`src/rtl/router_pkt_reader.sv`:
```
// router_pkt_reader
//   Drains one router output FIFO through the empty/read_enb interface.
//   Each packet is parsed as follows:
//     - a header byte (length in [7:2], destination in [1:0]),
//     - `length` payload bytes,
//     - one parity byte.
//   Every byte is forwarded unmodified to a valid/ready sink with sop/eop
//   markers. Parity is the XOR of the header and all payload bytes.
//
// Parameters
//   TIMEOUT_CYC : mid-packet starvation limit, in cycles (timeout build only)
//   CNT_W       : width of pkt_count
//
// Ports
//   clock, resetn          : clock (rising edge), asynchronous active-low reset
//   empty, fifo_data       : FIFO status and data (data valid the cycle after read_enb)
//   read_enb               : FIFO read strobe
//   m_data/m_valid/m_ready : sink handshake
//   m_sop/m_eop            : header / parity (or abort) markers
//   pkt_done, parity_err   : one-cycle completion and parity-error pulses
//   pkt_abort              : one-cycle timeout-abort pulse (0 when the feature is absent)
//   pkt_count              : completed packets (wraps)
//   err_count              : parity errors plus aborts (saturates at 255)
//   busy                   : packet in progress
//
// Optional feature
//   ROUTER_RD_TIMEOUT_EN enables the mid-packet starvation timeout.
module router_pkt_reader #(
  parameter int unsigned TIMEOUT_CYC = 30,
  parameter int unsigned CNT_W       = 16
) (
  input  logic             clock,
  input  logic             resetn,
  input  logic             empty,
  input  logic [7:0]       fifo_data,
  output logic             read_enb,
  output logic [7:0]       m_data,
  output logic             m_valid,
  input  logic             m_ready,
  output logic             m_sop,
  output logic             m_eop,
  output logic             pkt_done,
  output logic             parity_err,
  output logic             pkt_abort,
  output logic [CNT_W-1:0] pkt_count,
  output logic [7:0]       err_count,
  output logic             busy
);

  typedef enum logic [1:0] {ST_HDR, ST_PLD, ST_PAR} state_t;

  state_t           r_state;
  state_t           w_state_nxt;

  // Buffer entry layout: {sop, eop, data}. Entry 0 is the head.
  logic [9:0]       r_buf [2];
  logic [9:0]       w_buf_nxt [2];
  logic [1:0]       r_occ;
  logic [1:0]       w_occ_nxt;
  logic             r_rd_pend;
  logic             r_run;
  logic [5:0]       r_remaining;
  logic [5:0]       w_remaining_nxt;
  logic [7:0]       r_acc;
  logic [7:0]       w_acc_nxt;
  logic             r_pkt_done;
  logic             r_parity_err;
  logic [CNT_W-1:0] r_pkt_count;
  logic [7:0]       r_err_count;

  logic             w_capture;
  logic             w_pop;
  logic             w_in_sop;
  logic             w_in_eop;
  logic             w_done;
  logic             w_perr;
  logic             w_timeout;

  assign w_capture = r_rd_pend;
  assign m_valid   = (r_occ != 2'd0);
  assign w_pop     = m_valid & m_ready;
  assign m_data    = r_buf[0][7:0];
  assign m_sop     = m_valid & r_buf[0][9];
  assign m_eop     = m_valid & r_buf[0][8];
  assign busy      = (r_state != ST_HDR);

  // r_run holds read_enb low while reset is asserted, even if the FIFO has data.
  assign read_enb  = r_run && !empty && ((r_occ + {1'b0, r_rd_pend}) < 2'd2);

  assign pkt_done   = r_pkt_done;
  assign parity_err = r_parity_err;
  assign pkt_count  = r_pkt_count;
  assign err_count  = r_err_count;

`ifdef ROUTER_RD_TIMEOUT_EN
  localparam int unsigned STV_W = $clog2(TIMEOUT_CYC + 1);

  logic [STV_W-1:0] r_starve;
  logic             w_starved;

  assign w_starved = busy && empty && !r_rd_pend;
  // The abort pulse coincides with the TIMEOUT_CYC-th starved cycle.
  assign w_timeout = w_starved && (r_starve == STV_W'(TIMEOUT_CYC - 1));

  always_ff @(posedge clock or negedge resetn) begin
    if (!resetn) begin
      r_starve <= '0;
    end else if (!busy || r_rd_pend || w_timeout) begin
      r_starve <= '0;
    end else if (empty) begin
      r_starve <= r_starve + 1'b1;
    end
  end
`else
  // No starvation counter: the packet waits indefinitely for more bytes.
  assign w_timeout = (TIMEOUT_CYC == 0) & 1'b0;
`endif

  assign pkt_abort = w_timeout;

  // Parse FSM: state register
  always_ff @(posedge clock or negedge resetn) begin
    if (!resetn) begin
      r_state <= ST_HDR;
    end else begin
      r_state <= w_state_nxt;
    end
  end

  // Parse FSM: next state and per-byte tags
  always_comb begin
    w_state_nxt     = r_state;
    w_remaining_nxt = r_remaining;
    w_acc_nxt       = r_acc;
    w_in_sop        = 1'b0;
    w_in_eop        = 1'b0;
    w_done          = 1'b0;
    w_perr          = 1'b0;
    if (w_capture) begin
      case (r_state)
        ST_HDR: begin
          w_in_sop        = 1'b1;
          w_acc_nxt       = fifo_data;
          w_remaining_nxt = fifo_data[7:2];
          w_state_nxt     = (fifo_data[7:2] == 6'd0) ? ST_PAR : ST_PLD;
        end
        ST_PLD: begin
          w_acc_nxt       = r_acc ^ fifo_data;
          w_remaining_nxt = r_remaining - 6'd1;
          if (r_remaining == 6'd1) begin
            w_state_nxt = ST_PAR;
          end
        end
        ST_PAR: begin
          w_in_eop    = 1'b1;
          w_done      = 1'b1;
          w_perr      = (fifo_data != r_acc);
          w_state_nxt = ST_HDR;
        end
        default: w_state_nxt = ST_HDR;
      endcase
    end
    if (w_timeout) begin
      w_state_nxt = ST_HDR;
    end
  end

  // Two-entry buffer update. The order is:
  //   1. pop,
  //   2. push the captured byte,
  //   3. on abort, tag the newest entry as eop, or insert a 0x00 eop beat if nothing is left.
  always_comb begin
    w_buf_nxt[0] = r_buf[0];
    w_buf_nxt[1] = r_buf[1];
    w_occ_nxt    = r_occ;
    if (w_pop) begin
      w_buf_nxt[0] = r_buf[1];
      w_occ_nxt    = r_occ - 2'd1;
    end
    if (w_capture) begin
      w_buf_nxt[w_occ_nxt[0]] = {w_in_sop, w_in_eop, fifo_data};
      w_occ_nxt               = w_occ_nxt + 2'd1;
    end
    if (w_timeout) begin
      if (w_occ_nxt == 2'd0) begin
        w_buf_nxt[0] = {1'b0, 1'b1, 8'h00};
        w_occ_nxt    = 2'd1;
      end else begin
        w_buf_nxt[w_occ_nxt[1]][8] = 1'b1;
      end
    end
  end

  always_ff @(posedge clock or negedge resetn) begin
    if (!resetn) begin
      r_buf[0]     <= '0;
      r_buf[1]     <= '0;
      r_occ        <= '0;
      r_rd_pend    <= 1'b0;
      r_run        <= 1'b0;
      r_remaining  <= '0;
      r_acc        <= '0;
      r_pkt_done   <= 1'b0;
      r_parity_err <= 1'b0;
      r_pkt_count  <= '0;
      r_err_count  <= '0;
    end else begin
      r_buf[0]     <= w_buf_nxt[0];
      r_buf[1]     <= w_buf_nxt[1];
      r_occ        <= w_occ_nxt;
      r_rd_pend    <= read_enb;
      r_run        <= 1'b1;
      r_remaining  <= w_remaining_nxt;
      r_acc        <= w_acc_nxt;
      r_pkt_done   <= w_done;
      r_parity_err <= w_perr;
      if (w_done) begin
        r_pkt_count <= r_pkt_count + CNT_W'(1);
      end
      if ((w_perr || w_timeout) && (r_err_count != 8'hFF)) begin
        r_err_count <= r_err_count + 8'd1;
      end
    end
  end

endmodule

```
`config.mk`:
```
export PLATFORM = sky130hd
export DESIGN_NAME = router_pkt_reader
export DESIGN_NICKNAME = d
export VERILOG_FILES = /design/src/rtl/router_pkt_reader.sv
export SDC_FILE = /design/constraint.sdc
export NUM_CORES = 1
export LEC_CHECK = 0
export ABC_CLOCK_PERIOD_IN_PS = 4600
export CAP_MARGIN = 10
export CORE_MARGIN = 1.5
export CORE_UTILIZATION = 60
export CTS_BUF_LIST = sky130_fd_sc_hd__clkbuf_2 sky130_fd_sc_hd__clkbuf_4 sky130_fd_sc_hd__clkbuf_8
export CTS_CLUSTER_DIAMETER = 40
export CTS_CLUSTER_SIZE = 10
export DETAILED_ROUTE_END_ITERATION = 10
export GPL_TIMING_DRIVEN = 0
export PLACE_DENSITY = 0.86
export SETUP_SLACK_MARGIN = 0.15
export SYNTH_ARGS = -nofsm -noshare
export SYNTH_HDL_FRONTEND = slang
export SYNTH_SLANG_ARGS = --single-unit
```
`constraint.sdc`:
```
create_clock -name clock -period 4.6 [get_ports clock]
set_input_delay 1.38 -clock clock [delete_from_list [all_inputs] [get_ports clock]]
set_output_delay 1.38 -clock clock [all_outputs]
set_load 0.05 [all_outputs]
```
Word level (Yosys, flattened, before mapping)
Cells that the tools add are included.

storage, ports and cells
  register bits after elaboration = 66
  latch bits = 0
  bits in writable memories = 0
  memory bits (read-only) = 0
  output and inout port bits = 40
  word-level logic and storage cells = 62
  memories = 0

cells by class
  add/subtract/negate cells = 6
  $mul = 0
  div/mod/pow operators = 0
  magnitude comparators = 3
  equality and inequality tests = 6
  shifts and indexed selects = 0
  mux-type cells = 18
  bitwise gates (word level) = 5
  reduce and logical (&&, ||, !) cells = 12

operator list
  operator               count
  $bwmux 20              1
  $mux 10                2
  $mux 20                1
  $add 16x1->16 const B  1
  $pmux 8 s2             1
  $pmux 6 s2             1
  $demux 10 s1           1
  $add 8x1->8 const B    1
  $mux 2                 4
  $ne 8x8->1             1
  $ne 8x8->1 const B     1
  $xor 8x8->8            1
  $eq 6x1->1 const B     1
  $logic_not 6->1        1
  $mux 1                 6
  $reduce_bool 2->1      3
  $sub 6x1->6 const B    1
  $logic_and 1x1->1      4
  $pmux 2 s2             1
  $reduce_and 2->1       2
  $and 1x1->1            3
  $add 2x1->2            1
  $add 2x1->2 const B    1
  $eq 2x1->1 const B     1
  other kinds (9)        9

Logic depth before layout (Yosys ltp)
  depth after elaboration = 10
  mapped depth = 10

Least setup slack after synthesis
No wires, ideal clock.

  kind = input -> output
  from = in empty
  to = out read_enb
  arrival time = 2.580 ns
  data required time = 3.220 ns
  setup slack = 0.640 ns
  stages = 1
  buffers on the path = 0
  cell sequence = nor3b_1

between the ends
  word-level cells in the longest chain between the ends = 3

ends and longest elaborated chain
  what                             line  source
  from (decl)                      34    input logic empty,
  $logic_not 1->1                  88    assign read_enb = r_run && !empty && ((r_occ + {1'b0, r_rd_pend}) < 2'd2);
  $logic_and 1x1->1 (2 in series)  88
  to (decl)                        36    output logic read_enb,

No other way between the ends.

Worst setup path in the final report
Same ends and word-level chain as after synthesis.

==> impl_table.tex <==
\begin{tabular}{lr}
\hline
Metric & Value \\
\hline
\multicolumn{2}{l}{\textbf{Critical path}} \\
\quad Startpoint of the most critical register-to-register path & r\_occ[0]\$\_DFF\_PN0\_ \\
\quad Worst setup path start & empty \\
\quad Setup Crit Path Kind & in -> out \\
\quad Worst Path Required & around 3200 ps \\
\quad Worst Path Max Fanout & 2 \\
\quad Critical Path End Type & output port \\
\quad Arrival time worst endpoint & $\sim$2900 ps \\
\quad Sequence of cells on the critical path & clkdlybuf4s50\_1 > nor3b\_1 > clkdlybuf4s50\_1 \\
\quad Startpoint Class & primary input \\
\quad Setup slack, reg-to-reg & around 2100 ps \\
\quad Cell with the biggest individual delay on the critical path & sky130\_fd\_sc\_hd\_\_clkdlybuf4s50\_1 \\
\quad Most frequent cell on the critical path & sky130\_fd\_sc\_hd\_\_clkdlybuf4s50\_1 \\
\quad Biggest cell delay along the critical path & 850 ps \\
\multicolumn{2}{l}{\textbf{Logic synthesis}} \\
\quad Syn Inst Count & roughly 360 \\
\quad Sequential area share after synthesis & 0.4929 \\
\quad Register bit count reported by yosys & 66 \\
\quad Number of enable-type register cells in the synthesized netlist & 0 \\
\quad Number of distinct library cells after synthesis & 39 \\
\quad Summed instance area of the synthesized netlist & between 3000 and 4000 sq um \\
\quad Syn. warnings & 0 \\
\quad Primary FF master, synth & sky130\_fd\_sc\_hd\_\_dfrtp\_1 \\
\quad Proportion of register bits with asynchronous set or reset after synthesis & 1.000 \\
\quad Nets in the synthesized netlist & approximately 380 \\
\quad Average cell area after synthesis & $\sim$9.4 sq um \\
\multicolumn{2}{l}{\textbf{Clock network}} \\
\quad Clock network latency to the later pin of the worst-skew pair & around 340 ps \\
\quad Buffer levels on the longest clock path & 2 \\
\quad CTS-repair resized insts & 0 \\
\quad Post-CTS setup-driven buffer insertion count & 0 \\
\quad Sinks on Clock Net & 66 \\
\quad Clock tree from TritonCTS & built \\
\quad H-tree levels & 3 \\
\quad Clock-pin slew reported for the worst setup and hold paths after clock tree synthesis & around 70 ps \\
\quad Number of hold buffers added after CTS & 0 \\
\quad Clock buffer count from CTS & 9 \\
\quad Buffer cell driving the clock tree root & sky130\_fd\_sc\_hd\_\_clkbuf\_8 \\
\multicolumn{2}{l}{\textbf{Finish}} \\
\quad Area taken by multi-input logic gates & 1483 sq um \\
\quad Post-synthesis to final-layout area growth & 23.04\% \\
\quad Number of fillers in the final layout & $\sim$380 \\
\quad Share of the core filled with cells & 0.7580 \\
\quad Sequential Area & roughly 1700 sq um \\
\quad Cell Count, Final, Fillers Out & between 400 and 500 \\
\quad Most frequent standard cell in the layout excluding fill and tap cells & sky130\_fd\_sc\_hd\_\_dfrtp\_1 \\
\quad ANT cells & 0 \\
\quad Commonest cells after routing, fill and taps aside & 66 x sky130\_fd\_sc\_hd\_\_dfrtp\_1, 48 x sky130\_fd\_sc\_hd\_\_nand2\_1, 47 x sky130\_fd\_sc\_hd\_\_clkdlybuf4s50\_1, 29 x sky130\_fd\_sc\_hd\_\_nor2\_1 \\
\quad Total non-filler cell area in the finished layout & $\sim$4100 sq um \\
\quad Proportion of layout cells with a drive suffix above 1 & 0.1090 \\
\quad Layout Nets & around 440 \\
\multicolumn{2}{l}{\textbf{Place}} \\
\quad RePlAce Congestion & between 0.8 and 0.9 \\
\quad Total instance count after detailed placement & around 480 \\
\quad IO Port Bufs & 48 \\
\quad Dpl hpwl & between 4000 and 5000 um \\
\quad Area after detailed placement & 3919 sq um \\
\multicolumn{2}{l}{\textbf{Global route}} \\
\quad Overall routing resource usage & 0.2674 \\
\quad Number of global-route vias before repair & $\sim$2700 \\
\quad Antenna violations before repair & 0 \\
\quad First-pass GRT wire length & $\sim$13000 um \\
\quad Grt ovf & 0 \\
\quad Largest net degree at the start of global routing & 67 \\
\multicolumn{2}{l}{\textbf{Power}} \\
\quad Switching share of total power & 0.4312 \\
\quad Design internal power & approximately 1.5 mW \\
\quad Combinational group share of total power & 0.468 \\
\quad Switching power total & roughly 1.2 mW \\
\quad Peak supply drop & roughly 410 uV \\
\quad Leak pwr & about 1.8 nW \\
\quad Reg power frac & 0.348 \\
\quad Cell Pwr Density & roughly 660 nW/um\^{}2 \\
\quad Part of the total power dissipated in the clock network & 0.184 \\
\multicolumn{2}{l}{\textbf{Timing}} \\
\quad Max Transition Viols Final & 0 \\
\quad Worst Clk Skew & around 8 ps \\
\quad Total count of hold-check failures in the final report & 0 \\
\quad Shortest clock period the worst path allows after layout & 4270 ps \\
\quad Unrepaired setup endpoints after global routing & false \\
\quad Final critical-path share of the clock period & 0.9283 \\
\quad Setup Viol. Count Final & 0 \\
\quad Worst slew pin tran & between 800 and 900 ps \\
\quad Max Clk Rate & about 230 MHz \\
\quad Slew margin rel. & 0.4616 \\
\quad Accumulated negative setup slack & 0 ps \\
\multicolumn{2}{l}{\textbf{Die}} \\
\quad Vertical die dimension & slightly below 80 um \\
\quad Area enclosed by the die boundary & between 6000 and 7000 sq um \\
\quad Number of ports placed on the die boundary & between 50 and 60 \\
\quad Placeable core area & between 5000 and 6000 sq um \\
\quad Starting Density & 0.6161 \\
\quad Row cnt & 27 \\
\quad Horiz. Die Dim & between 70 and 80 um \\
\multicolumn{2}{l}{\textbf{Routing}} \\
\quad 1st-pass router iterations & 4 \\
\quad Routed wire length & $\sim$7400 um \\
\quad Routed Antenna Nets & 0 \\
\quad Count of unresolved DRC violations after routing & 0 \\
\quad Initial drt markers & 143 \\
\quad Ratio of routed vias to standard cells & between 5 and 6 \\
\quad Drt wl/cell & between 10 and 15 um \\
\quad Total vias in the final route & around 2800 \\
\multicolumn{2}{l}{\textbf{Min path}} \\
\quad Hold\_sp & pkt\_count[15]\$\_DFFE\_PN0P\_ \\
\quad Hold crit path type & reg -> reg \\
\multicolumn{2}{l}{\textbf{Status}} \\
\quad Run status & finished, final reports clean \\
\multicolumn{2}{l}{\textbf{Flow run}} \\
\quad Max-cap viol count & 0 \\
\hline
\end{tabular}
[cell type report]
type | instances | area share
Timing Repair Buffer | 48 | 0.1159
Sequential cell | 66 | 0.4006
Clock buffer | 11 | 0.03672
Tap cell | 72 | 0.02185
Clock inverter | 5 | 0.01275
Buffer | 26 | 0.03612
Inverter | 18 | 0.01639
Multi-Input combinational cell | 248 | 0.3596
[synth_stat cells (all sizes together) (9+ instances only)]
master | instances | share of area
or3 | 9 | 0.017
o22ai | 12 | 0.022
xnor2 | 21 | 0.055
a21oi | 20 | 0.030
o21ai | 16 | 0.024
clkbuf | 14 | 0.016
nor2 | 29 | 0.032
dfrtp | 66 | 0.49
inv | 18 | 0.020
xor2 | 10 | 0.026
nand2 | 48 | 0.054
nand3 | 21 | 0.031
mux2 | 11 | 0.037
buf | 12 | 0.028
[per-layer routing]
metal / GRT usage / part of all wire / vias up
li1: - / - / 1329
met1: 0.3596 / 0.44 / 1383
met2: 0.4217 / 0.50 / 87
met3: 0.03882 / 0.050 / 12
met4: 0.1364 / 0.016 / 0
met5: 0 / 0 / -
[worst paths after layout]
kind / depth (start not counted) / endpoint
min: 1 / pkt_count[15]$_DFFE_PN0P_
max in group asynchronous: 1 / async pin
max: 3 / read_enb
min reg2reg: 1 / pkt_count[15]$_DFFE_PN0P_
min in group asynchronous: 1 / pkt_count[12]$_DFFE_PN0P_
max reg2reg: 7 / register
[kinds of logic (layout without fill, tap and decap cells)]
group / Yosys count / after routing / synth area share
adder cells (fa/ha/maj): 6 / 6 / 0.02240
XOR/XNOR: 31 / 31 / 0.08103
AO/OA/AOI/OAI: 58 / 58 / 0.1012
multiplexers: 13 / 13 / 0.04294
AND/OR/NAND/NOR: 138 / 138 / 0.1927
flip-flops: 66 / 66 / 0.4929
other: 2 / 2 / 0.002241
buffers and inverters: 44 / 108 / 0.06460
[through the flow]
stage / total power, mW / hold WS, ps / worst slack [ps]
3_3_place_gp: 2.153 / 460.1 / 15.51
5_1_grt: 2.871 / 483.7 / 264.3
3_5_place_dp: 2.199 / 463.6 / 316.5
2_1_floorplan: 1.831 / 479.6 / 639.8
4_1_cts: 2.708 / 475.7 / 316.4
6_report: 2.708 / 469.4 / 329.8
[worst max-delay path: cells and delay by family]
family,cells,cell delay [ps]
buffers and inverters,2,1260
AND/OR/NAND/NOR,1,250
[power groups by stage]
stage / clock network (mW) / registers [mW] / logic, mW
after floorplan: 0 / 1.04 / 0.795
after global placement: 0 / 0.936 / 1.22
after detailed placement: 0 / 0.945 / 1.25
after CTS: 0.504 / 0.939 / 1.27
after global routing: 0.527 / 0.967 / 1.38
final: 0.498 / 0.942 / 1.27
Power figures use the tool's default switching activity.
